## config.mk

```make
export PLATFORM = sky130hd
export DESIGN_NAME = btn_tx_arbiter
export DESIGN_NICKNAME = d
export VERILOG_FILES = /design/src/rtl/btn_tx_arbiter.sv
export SDC_FILE = /design/constraint.sdc
export NUM_CORES = 1
export LEC_CHECK = 0
export ABC_AREA = 1
export ABC_CLOCK_PERIOD_IN_PS = 1900
export BUFFER_PORTS_ARGS = -buffer_cell sky130_fd_sc_hd__buf_2
export CORE_MARGIN = 4
export CORE_UTILIZATION = 54
export CTS_BUF_LIST = sky130_fd_sc_hd__clkbuf_16
export DETAILED_ROUTE_END_ITERATION = 10
export PLACE_DENSITY = 0.79
export SYNTH_ARGS = -nofsm -noshare
export SYNTH_HDL_FRONTEND = slang
export SYNTH_SLANG_ARGS = --single-unit
```

## constraint.sdc

```tcl
create_clock -name clk -period 1.9 [get_ports clk]
set_input_delay 0.19 -clock clk [delete_from_list [all_inputs] [get_ports clk]]
set_output_delay 0.19 -clock clk [all_outputs]
set_load 0.02 [all_outputs]
```

## src/rtl/btn_tx_arbiter.sv

```systemverilog
// btn_tx_arbiter
//   Shares one UART transmitter among N_REQ conditioned request lines (one
//   tick per button press). Ticks are latched as pending requests, served in
//   round-robin order, and each grant sends one byte (CODE_BASE + index)
//   through a start/busy handshake with the transmitter.
//
//   Build option: define FIXED_PRIORITY_EN to always serve the lowest-index
//   pending requester instead of rotating.
//
// Ports
//   clk       in   system clock, rising edge
//   rst       in   asynchronous, active-high reset
//   req_tick  in   [N_REQ] one-cycle request pulses, synchronous to clk
//   tx_busy   in   transmitter is shifting a frame
//   tx_start  out  one-cycle load strobe for the transmitter
//   tx_data   out  [8] byte to send, stable from tx_start until back in idle
//   grant_id  out  [IDW] requester currently being served
//   pending   out  [N_REQ] latched requests not yet served
//   overflow  out  sticky: tick arrived for an already-pending requester
//   tx_err    out  sticky: transmitter did not acknowledge a start in time
//
// state       | meaning
// ------------+----------------------------------------------------------
// S_IDLE      | no transfer; picks the next pending requester
// S_ISSUE     | tx_start high, clears the granted pending bit
// S_WAIT_BUSY | waiting for tx_busy to rise, bounded by the ack timer
// S_WAIT_DONE | frame in flight, waiting for tx_busy to fall

module btn_tx_arbiter #(
    parameter int         N_REQ       = 4,
    parameter logic [7:0] CODE_BASE   = 8'h30,
    parameter int         ACK_TIMEOUT = 16,
    localparam int        IDW         = (N_REQ > 1) ? $clog2(N_REQ) : 1
) (
    input  logic             clk,
    input  logic             rst,
    input  logic [N_REQ-1:0] req_tick,
    input  logic             tx_busy,
    output logic             tx_start,
    output logic [7:0]       tx_data,
    output logic [IDW-1:0]   grant_id,
    output logic [N_REQ-1:0] pending,
    output logic             overflow,
    output logic             tx_err
);

    localparam int             CW       = (ACK_TIMEOUT > 1) ? $clog2(ACK_TIMEOUT) : 1;
    localparam logic [IDW-1:0] LAST_IDX = IDW'(N_REQ - 1);

    typedef enum logic [1:0] {
        S_IDLE,
        S_ISSUE,
        S_WAIT_BUSY,
        S_WAIT_DONE
    } state_t;

    state_t             state_q;
    logic [IDW-1:0]     grant_id_q;
    logic [7:0]         tx_data_q;
    logic               tx_start_q;
    logic               tx_err_q;
    logic               overflow_q;
    logic [N_REQ-1:0]   pending_q;
    logic [N_REQ-1:0]   pending_d;
    logic [CW-1:0]      ack_cnt_q;
`ifndef FIXED_PRIORITY_EN
    logic [IDW-1:0]     last_q;
`endif

    logic [IDW-1:0]     scan_start;
    logic [IDW-1:0]     scan;
    logic [IDW-1:0]     sel_idx;
    logic               sel_found;
    logic [N_REQ-1:0]   grant_mask;
    logic [N_REQ-1:0]   clr_mask;
    logic [N_REQ-1:0]   retry_mask;
    logic               ack_timeout;
    logic               overflow_set;

    // Search begins just after the last requester that completed a frame.
`ifdef FIXED_PRIORITY_EN
    assign scan_start = '0;
`else
    assign scan_start = (last_q == LAST_IDX) ? '0 : last_q + 1'b1;
`endif

    always_comb begin
        sel_found = 1'b0;
        sel_idx   = '0;
        scan      = scan_start;
        for (int k = 0; k < N_REQ; k++) begin
            if (!sel_found && pending_q[scan]) begin
                sel_found = 1'b1;
                sel_idx   = scan;
            end
            scan = (scan == LAST_IDX) ? '0 : scan + 1'b1;
        end
    end

    // The ack timer counts down from ACK_TIMEOUT-1; reaching zero with no
    // busy means the transmitter never took the byte, so the request is
    // put back for a retry.
    assign ack_timeout = (state_q == S_WAIT_BUSY) && !tx_busy && (ack_cnt_q == '0);

    assign grant_mask = {{(N_REQ-1){1'b0}}, 1'b1} << grant_id_q;
    assign clr_mask   = (state_q == S_ISSUE) ? grant_mask : '0;
    assign retry_mask = ack_timeout ? grant_mask : '0;

    // A tick on the same edge as its clear keeps the bit set (served again).
    assign pending_d    = req_tick | (pending_q & ~clr_mask) | retry_mask;
    assign overflow_set = |(req_tick & pending_q & ~clr_mask);

    always_ff @(posedge clk or posedge rst) begin
        if (rst) begin
            pending_q  <= '0;
            overflow_q <= 1'b0;
        end else begin
            pending_q <= pending_d;
            if (overflow_set) begin
                overflow_q <= 1'b1;
            end
        end
    end

    always_ff @(posedge clk or posedge rst) begin
        if (rst) begin
            state_q    <= S_IDLE;
            grant_id_q <= '0;
            tx_data_q  <= '0;
            tx_start_q <= 1'b0;
            tx_err_q   <= 1'b0;
            ack_cnt_q  <= '0;
`ifndef FIXED_PRIORITY_EN
            last_q     <= LAST_IDX;
`endif
        end else begin
            tx_start_q <= 1'b0;
            case (state_q)
                S_IDLE: begin
                    if (|pending_q) begin
                        grant_id_q <= sel_idx;
                        tx_data_q  <= CODE_BASE + 8'(sel_idx);
                        tx_start_q <= 1'b1;
                        state_q    <= S_ISSUE;
                    end
                end
                S_ISSUE: begin
                    ack_cnt_q <= CW'(ACK_TIMEOUT - 1);
                    state_q   <= S_WAIT_BUSY;
                end
                S_WAIT_BUSY: begin
                    if (tx_busy) begin
                        state_q <= S_WAIT_DONE;
                    end else if (ack_timeout) begin
                        tx_err_q <= 1'b1;
                        state_q  <= S_IDLE;
                    end else begin
                        ack_cnt_q <= ack_cnt_q - 1'b1;
                    end
                end
                S_WAIT_DONE: begin
                    if (!tx_busy) begin
`ifndef FIXED_PRIORITY_EN
                        last_q  <= grant_id_q;
`endif
                        state_q <= S_IDLE;
                    end
                end
                default: state_q <= S_IDLE;
            endcase
        end
    end

    assign tx_start = tx_start_q;
    assign tx_data  = tx_data_q;
    assign grant_id = grant_id_q;
    assign pending  = pending_q;
    assign overflow = overflow_q;
    assign tx_err   = tx_err_q;

endmodule

```

# After elaboration in Yosys (flattened, before gate mapping)
# Index checks and enable logic that the tools add are counted.
# Widths: inputs -> output; s select.
dict set report classes {
  eq_ne 12
  n_div 0
  n_mux 31
  magnitude_cmp 4
  n_mul 0
  n_reduce_logical 19
  add_sub_neg 6
  shifts 1
  bitwise_logic 7
}
# operator n
set ops {}
lappend ops {{$mux 2} 12}
lappend ops {{$mux 4} 4}
lappend ops {{$and 4x4->4} 3}
lappend ops {{$eq 2x2->1 const B} 6}
lappend ops {{$lt 2x3->1 const B} 4}
lappend ops {{$mux 1} 9}
lappend ops {{$reduce_and 3->1} 3}
lappend ops {{$add 2x1->2 const B} 4}
lappend ops {{$bmux 1 s2} 4}
lappend ops {{$ne 2x2->1 const B} 4}
lappend ops {{$or 4x4->4} 2}
lappend ops {{$pmux 2 s4} 1}
lappend ops {{$pmux 4 s2} 1}
lappend ops {{$reduce_or 4->1} 2}
lappend ops {{$add 6x2->7 const A} 1}
lappend ops {{$logic_and 1x1->1} 5}
lappend ops {{$logic_not 1->1} 4}
lappend ops {{$logic_not 4->1} 1}
lappend ops {{$not 4->4} 1}
lappend ops {{$reduce_and 2->1} 2}
lappend ops {{$shl 1x2->4 const A} 1}
lappend ops {{$sub 4x1->4 const B} 1}
lappend ops {{$ne 3x3->1 const B} 1}
lappend ops {{$eq 2x1->1 const B} 1}
lappend ops {{other kinds (3)} 3}
dict set report totals {
  memories 0
  output_inout_bits 17
  latchBits 0
  elab_cells 89
  rom_bits 0
  in_bits 7
  ram_bits 0
  reg_bits 25
}

# Depth between registers and ports, before layout
dict set report depth {
  depth_word 15
  depth_mapped 13
  ltp_nobuf 13
}

# Worst setup path before layout
# No wires, ideal clock.
dict set report synth_timing {
  path_kind {register to register}
  startpoint {reg last_q[0]}
  endpoint {reg grant_id_q[0] (netlist: grant_id[0])}
  t_arrival_ns 1.505
  path_slack_ns 0.277
  stages_incl_launch_ff 12
  setup_ns 0.118
  path_buffers 0
  t_required_ns 1.782
  period_less_slack_ns 1.623
  cell_sequence {dfstp_2 > ha_1 > inv_1 > nand2_1 > nand2_1 > nand2_1 > nand2_1 > nor2_2 > nand2_1 > nand2_1 > nand3_1 > nand2_1}
}
dict set report synth_between {
  elab_chain_len 14
  word_cells_on_any_way 33
  cone_classes {add/sub (4); eq/ne (4); mux (19); reduce/logical (6)}
}
# element line_no
set synth_lines {}
lappend synth_lines {{start: declaration} 67} ;# logic [IDW-1:0] last_q;
lappend synth_lines {{start signal: assignment} 164} ;# last_q <= grant_id_q;
lappend synth_lines {{$add 2x1->2 or $eq 2x2->1 (tied branches)} 84} ;# assign scan_start = (last_q == LAST_IDX) ? '0 : last_q + 1'b1;
lappend synth_lines {{$mux 2 (*)} 84}
lappend synth_lines {{parallel branches: the longest is 11 deep, another holds $add 2x1->2} --}
lappend synth_lines {{$mux 2 (*)} 92} ;# if (!sel_found && pending_q[scan]) begin
lappend synth_lines {{end signal: assignment} 141} ;# grant_id_q <= sel_idx;
lappend synth_lines {{end: declaration} 58} ;# logic [IDW-1:0] grant_id_q;
# Every way passes the cells marked *. The select of a mux whose other input is x is not followed.
# A chain may end at the register's enable or synchronous reset.

# Worst setup path after layout
# Ends and elaborated chain as after synthesis.

==> run summary <==
* clkbuf_16 — Root Buffer Master
* 0.372 — global routing usage on met2
* 0.999 mV — maximum vdd drop
* 48 — number of DRC markers in iteration 0
* 14.1% — synthesis-to-layout area growth
* 0 ns — post-route setup TNS
* 0.25 ns — source-to-sink clock delay at the later pin of the worst-skew pair
* 166 — Synth Instances
* 55.0 um — die outline width
* 0.177 — Clock power frac
* 0.380 — Seq/Total Area, Yosys
* 0 — buffer count from post-CTS setup fixing
* 1360 um^2 — post-route cell area
* 0 — initial antenna violation count
* met2 — GRT busiest layer
* 24 — count of boundary I/O pins
* 0.589 — Initial Utilization
* 573 MHz — Max Freq
* built — clock tree from TritonCTS
* 3 — CTS buffer count
* 0.918 — share of the clock period used by the worst path after layout
* 3020 um^2 — Die Area
* 1750 nW/um^2 — pwr/cell area
* 0 — number of failing hold endpoints at the final stage
* nand2_1 — Top cell by count, worst path
* 7.18 um^2 — Post-Syn Area per Cell
* 0.156 ns — slack of the critical path
* 2660 um — final wirelength
* 211 — Final Non-Filler Cells
* 0 — antenna diode count
* 0.207 — GRT Total Usage
* flop — Startpoint Class
* 0.672 — final cell utilization of the core
* 0 — number of remaining DRC errors
* 53 x nand2_1, 21 x inv_1, 19 x buf_2 — highest-count cells in the layout ignoring fill and taps
* 0.539 — Combinational Power Share
* 0 — number of flops mapped to enable cells by yosys
* primary input to async pin — Hold Crit Class
* 1.00 — Synth async-reset ratio
* 0 — remaining antenna violation count
* dfrtp_1 — most used flip-flop cell after synthesis
* 1116 — total number of vias
* 16 — Placement Rows
* 0 — final setup vio count
* 2 — Longest Clk Path Bufs
* 2060 um — detailed placer's ending HPWL
* 19 — IO Port Bufs
* finished clean — result of the run
* 1190 um^2 — Mapped Area
* 0.833 — GPL Wtd Cong
* 19 — largest net degree at the start of global routing
* 5 — detailed-router iteration count before antenna repair
* 0.714 nW — Pleak
* 5.29 — Via density
* 0 — grt total ovfl
* 0 — max-capacitance violation count
* 0.246 — Global Route met1 Usage
* 0 — yosys warns
* flop — type of destination of the critical path
* 0.670 ns — Slew @ Worst Pin
* 195 — final net count
* 0 — number of buffers inserted for hold repair after clock tree synthesis
* 18 — clock sink count
* 1029 — number of global-route vias before repair
* 0 — count of cells resized by post-cts repair
* 1270 um^2 — placed instance area
* 2020 um^2 — area of the placeable core
* 18 — flops & latches, synth
* 1.15 mW — net switching power
* 0.00237 ns — worst setup skew after layout
* nand2_1 — most frequent standard cell in the layout excluding fill and tap cells
* 2.04 ns — Worst EP required
* flop to flop — Setup Crit Path Kind
* 8 — maximum fanout along the worst path
* 0 — count of final max-slew check failures
* dfstp_2 — highest-delay cell along the critical path
* 55.0 um — Vert. Die Dim
* 1.74 ns — shortest period the worst path allows
* ha_4, inv_1, nand2_2, nand2_1, nand2_1, nand2_1, nand2_1, nor2_2, nand2_1, nand2_1, nand3_1, nand2_1 — CP Cell Sequence
* 207 — # placed instances
* false — RSZ-0062 raised after global routing
* 0.553 — Worst slew margin
* 1.88 ns — data arrival time of the critical path
* 0.05 ns — CTS clock-pin slew for the worst setup and hold paths
* 30 — number of unique standard cell types used by synthesis
* 1 — maximum level of the CTS H-tree
* 12.6 um — per-cell routed wire length
* 0.113 ns — post-placement worst setup slack
* 0.0241 — GR Util met3
* 4450 um — global-route wire length before repair
* 1.22 mW — internal cell power
* 0.284 — register share of total power
* 0.207 — ratio of cells with drive above 1 in the final layout
* 0.485 — switching share of total power
* 0.61 ns — delay of the slowest cell on the worst path
==> final timing paths <==
kind,startpoint,to,slack (ns),cells after the start
max,last_q[0],grant_id[0],0.16,12
min,rst,tx_data[4],0.03,2
min in group clk,req_tick[2],pending[2],0.16,3
max in group asynchronous,rst,state_q[1],1.44,2
min reg2reg,tx_err,tx_err,0.47,2
max reg2reg,last_q[0],grant_id[0],0.16,12
==> kinds of logic after synthesis <==
kind of cell / share of synthesized area
XOR/XNOR: 0.00735
AND/OR/NAND/NOR: 0.338
other: 0.00315
flip-flops: 0.380
AO/OA/AOI/OAI: 0.110
buffers and inverters: 0.129
adder cells (fa/ha/maj): 0.0315
==> routing by layer <==
layer,vias up,share of wire
met2,38,0.52
met5,-,0
met3,5,0.039
met1,515,0.42
met4,0,0.016
li1,558,-
==> final cells by class <==
cell class	count	area, um^2
fillers	174	663
multi-input cells	119	608
flip-flops and latches	18	453
repair buffers	19	95.1
inverters	24	90.1
clock buffers	3	75.1
well taps	27	33.8
clock inverters	1	3.75
==> power by group through the flow <==
stage / clock (mW) / combinational [mW] / sequential [mW]
3_3_place_gp: 0 / 1.18 / 0.658
3_5_place_dp: 0 / 1.23 / 0.666
4_1_cts: 0.423 / 1.23 / 0.662
2_1_floorplan: 0 / 0.966 / 0.689
5_1_grt: 0.443 / 1.44 / 0.695
6_report: 0.420 / 1.28 / 0.674
==> Yosys cell counts (all sizes together), types with 2 or more instances <==
| cell | count | area [um^2] |
|---|---|---|
| nand2 | 57 | 224 |
| a31oi | 2 | 12.5 |
| nand3 | 15 | 80.1 |
| inv | 23 | 86.3 |
| dfrtp | 16 | 400 |
| o21ai | 10 | 50.0 |
| nor4 | 2 | 18.8 |
| ha | 3 | 37.5 |
| a21oi | 4 | 20.0 |
| buf | 8 | 63.8 |
| nor2 | 12 | 60.1 |
| dfstp | 2 | 52.6 |
| o31ai | 3 | 22.5 |
==> worst max-delay path: cells and delay by family (launching register included) <==
| kind | cells | cell delay (ns) |
|---|---|---|
| AND/OR/NAND/NOR | 10 | 0.79 |
| flip-flops | 1 | 0.61 |
| adder cells (fa/ha/maj) | 1 | 0.18 |
| buffers and inverters | 1 | 0.05 |
==> stage by stage <==
step	power, mW	hold slack (ns)
finish	2.37	0.0321
global route	2.58	0.102
CTS	2.32	0.0574
detailed placement	1.90	0.322
global placement	1.84	0.307
floorplan	1.65	0.127
==> state kept, by name, summed over array words and instances, names as in the netlist <==
name	cells
ack_cnt_q	4
grant_id	1
last_q	2
overflow	1
pending	4
state_q	2
tx_data	2
tx_err	1
tx_start	1
Note: power is estimated with default switching activity, not from simulation.
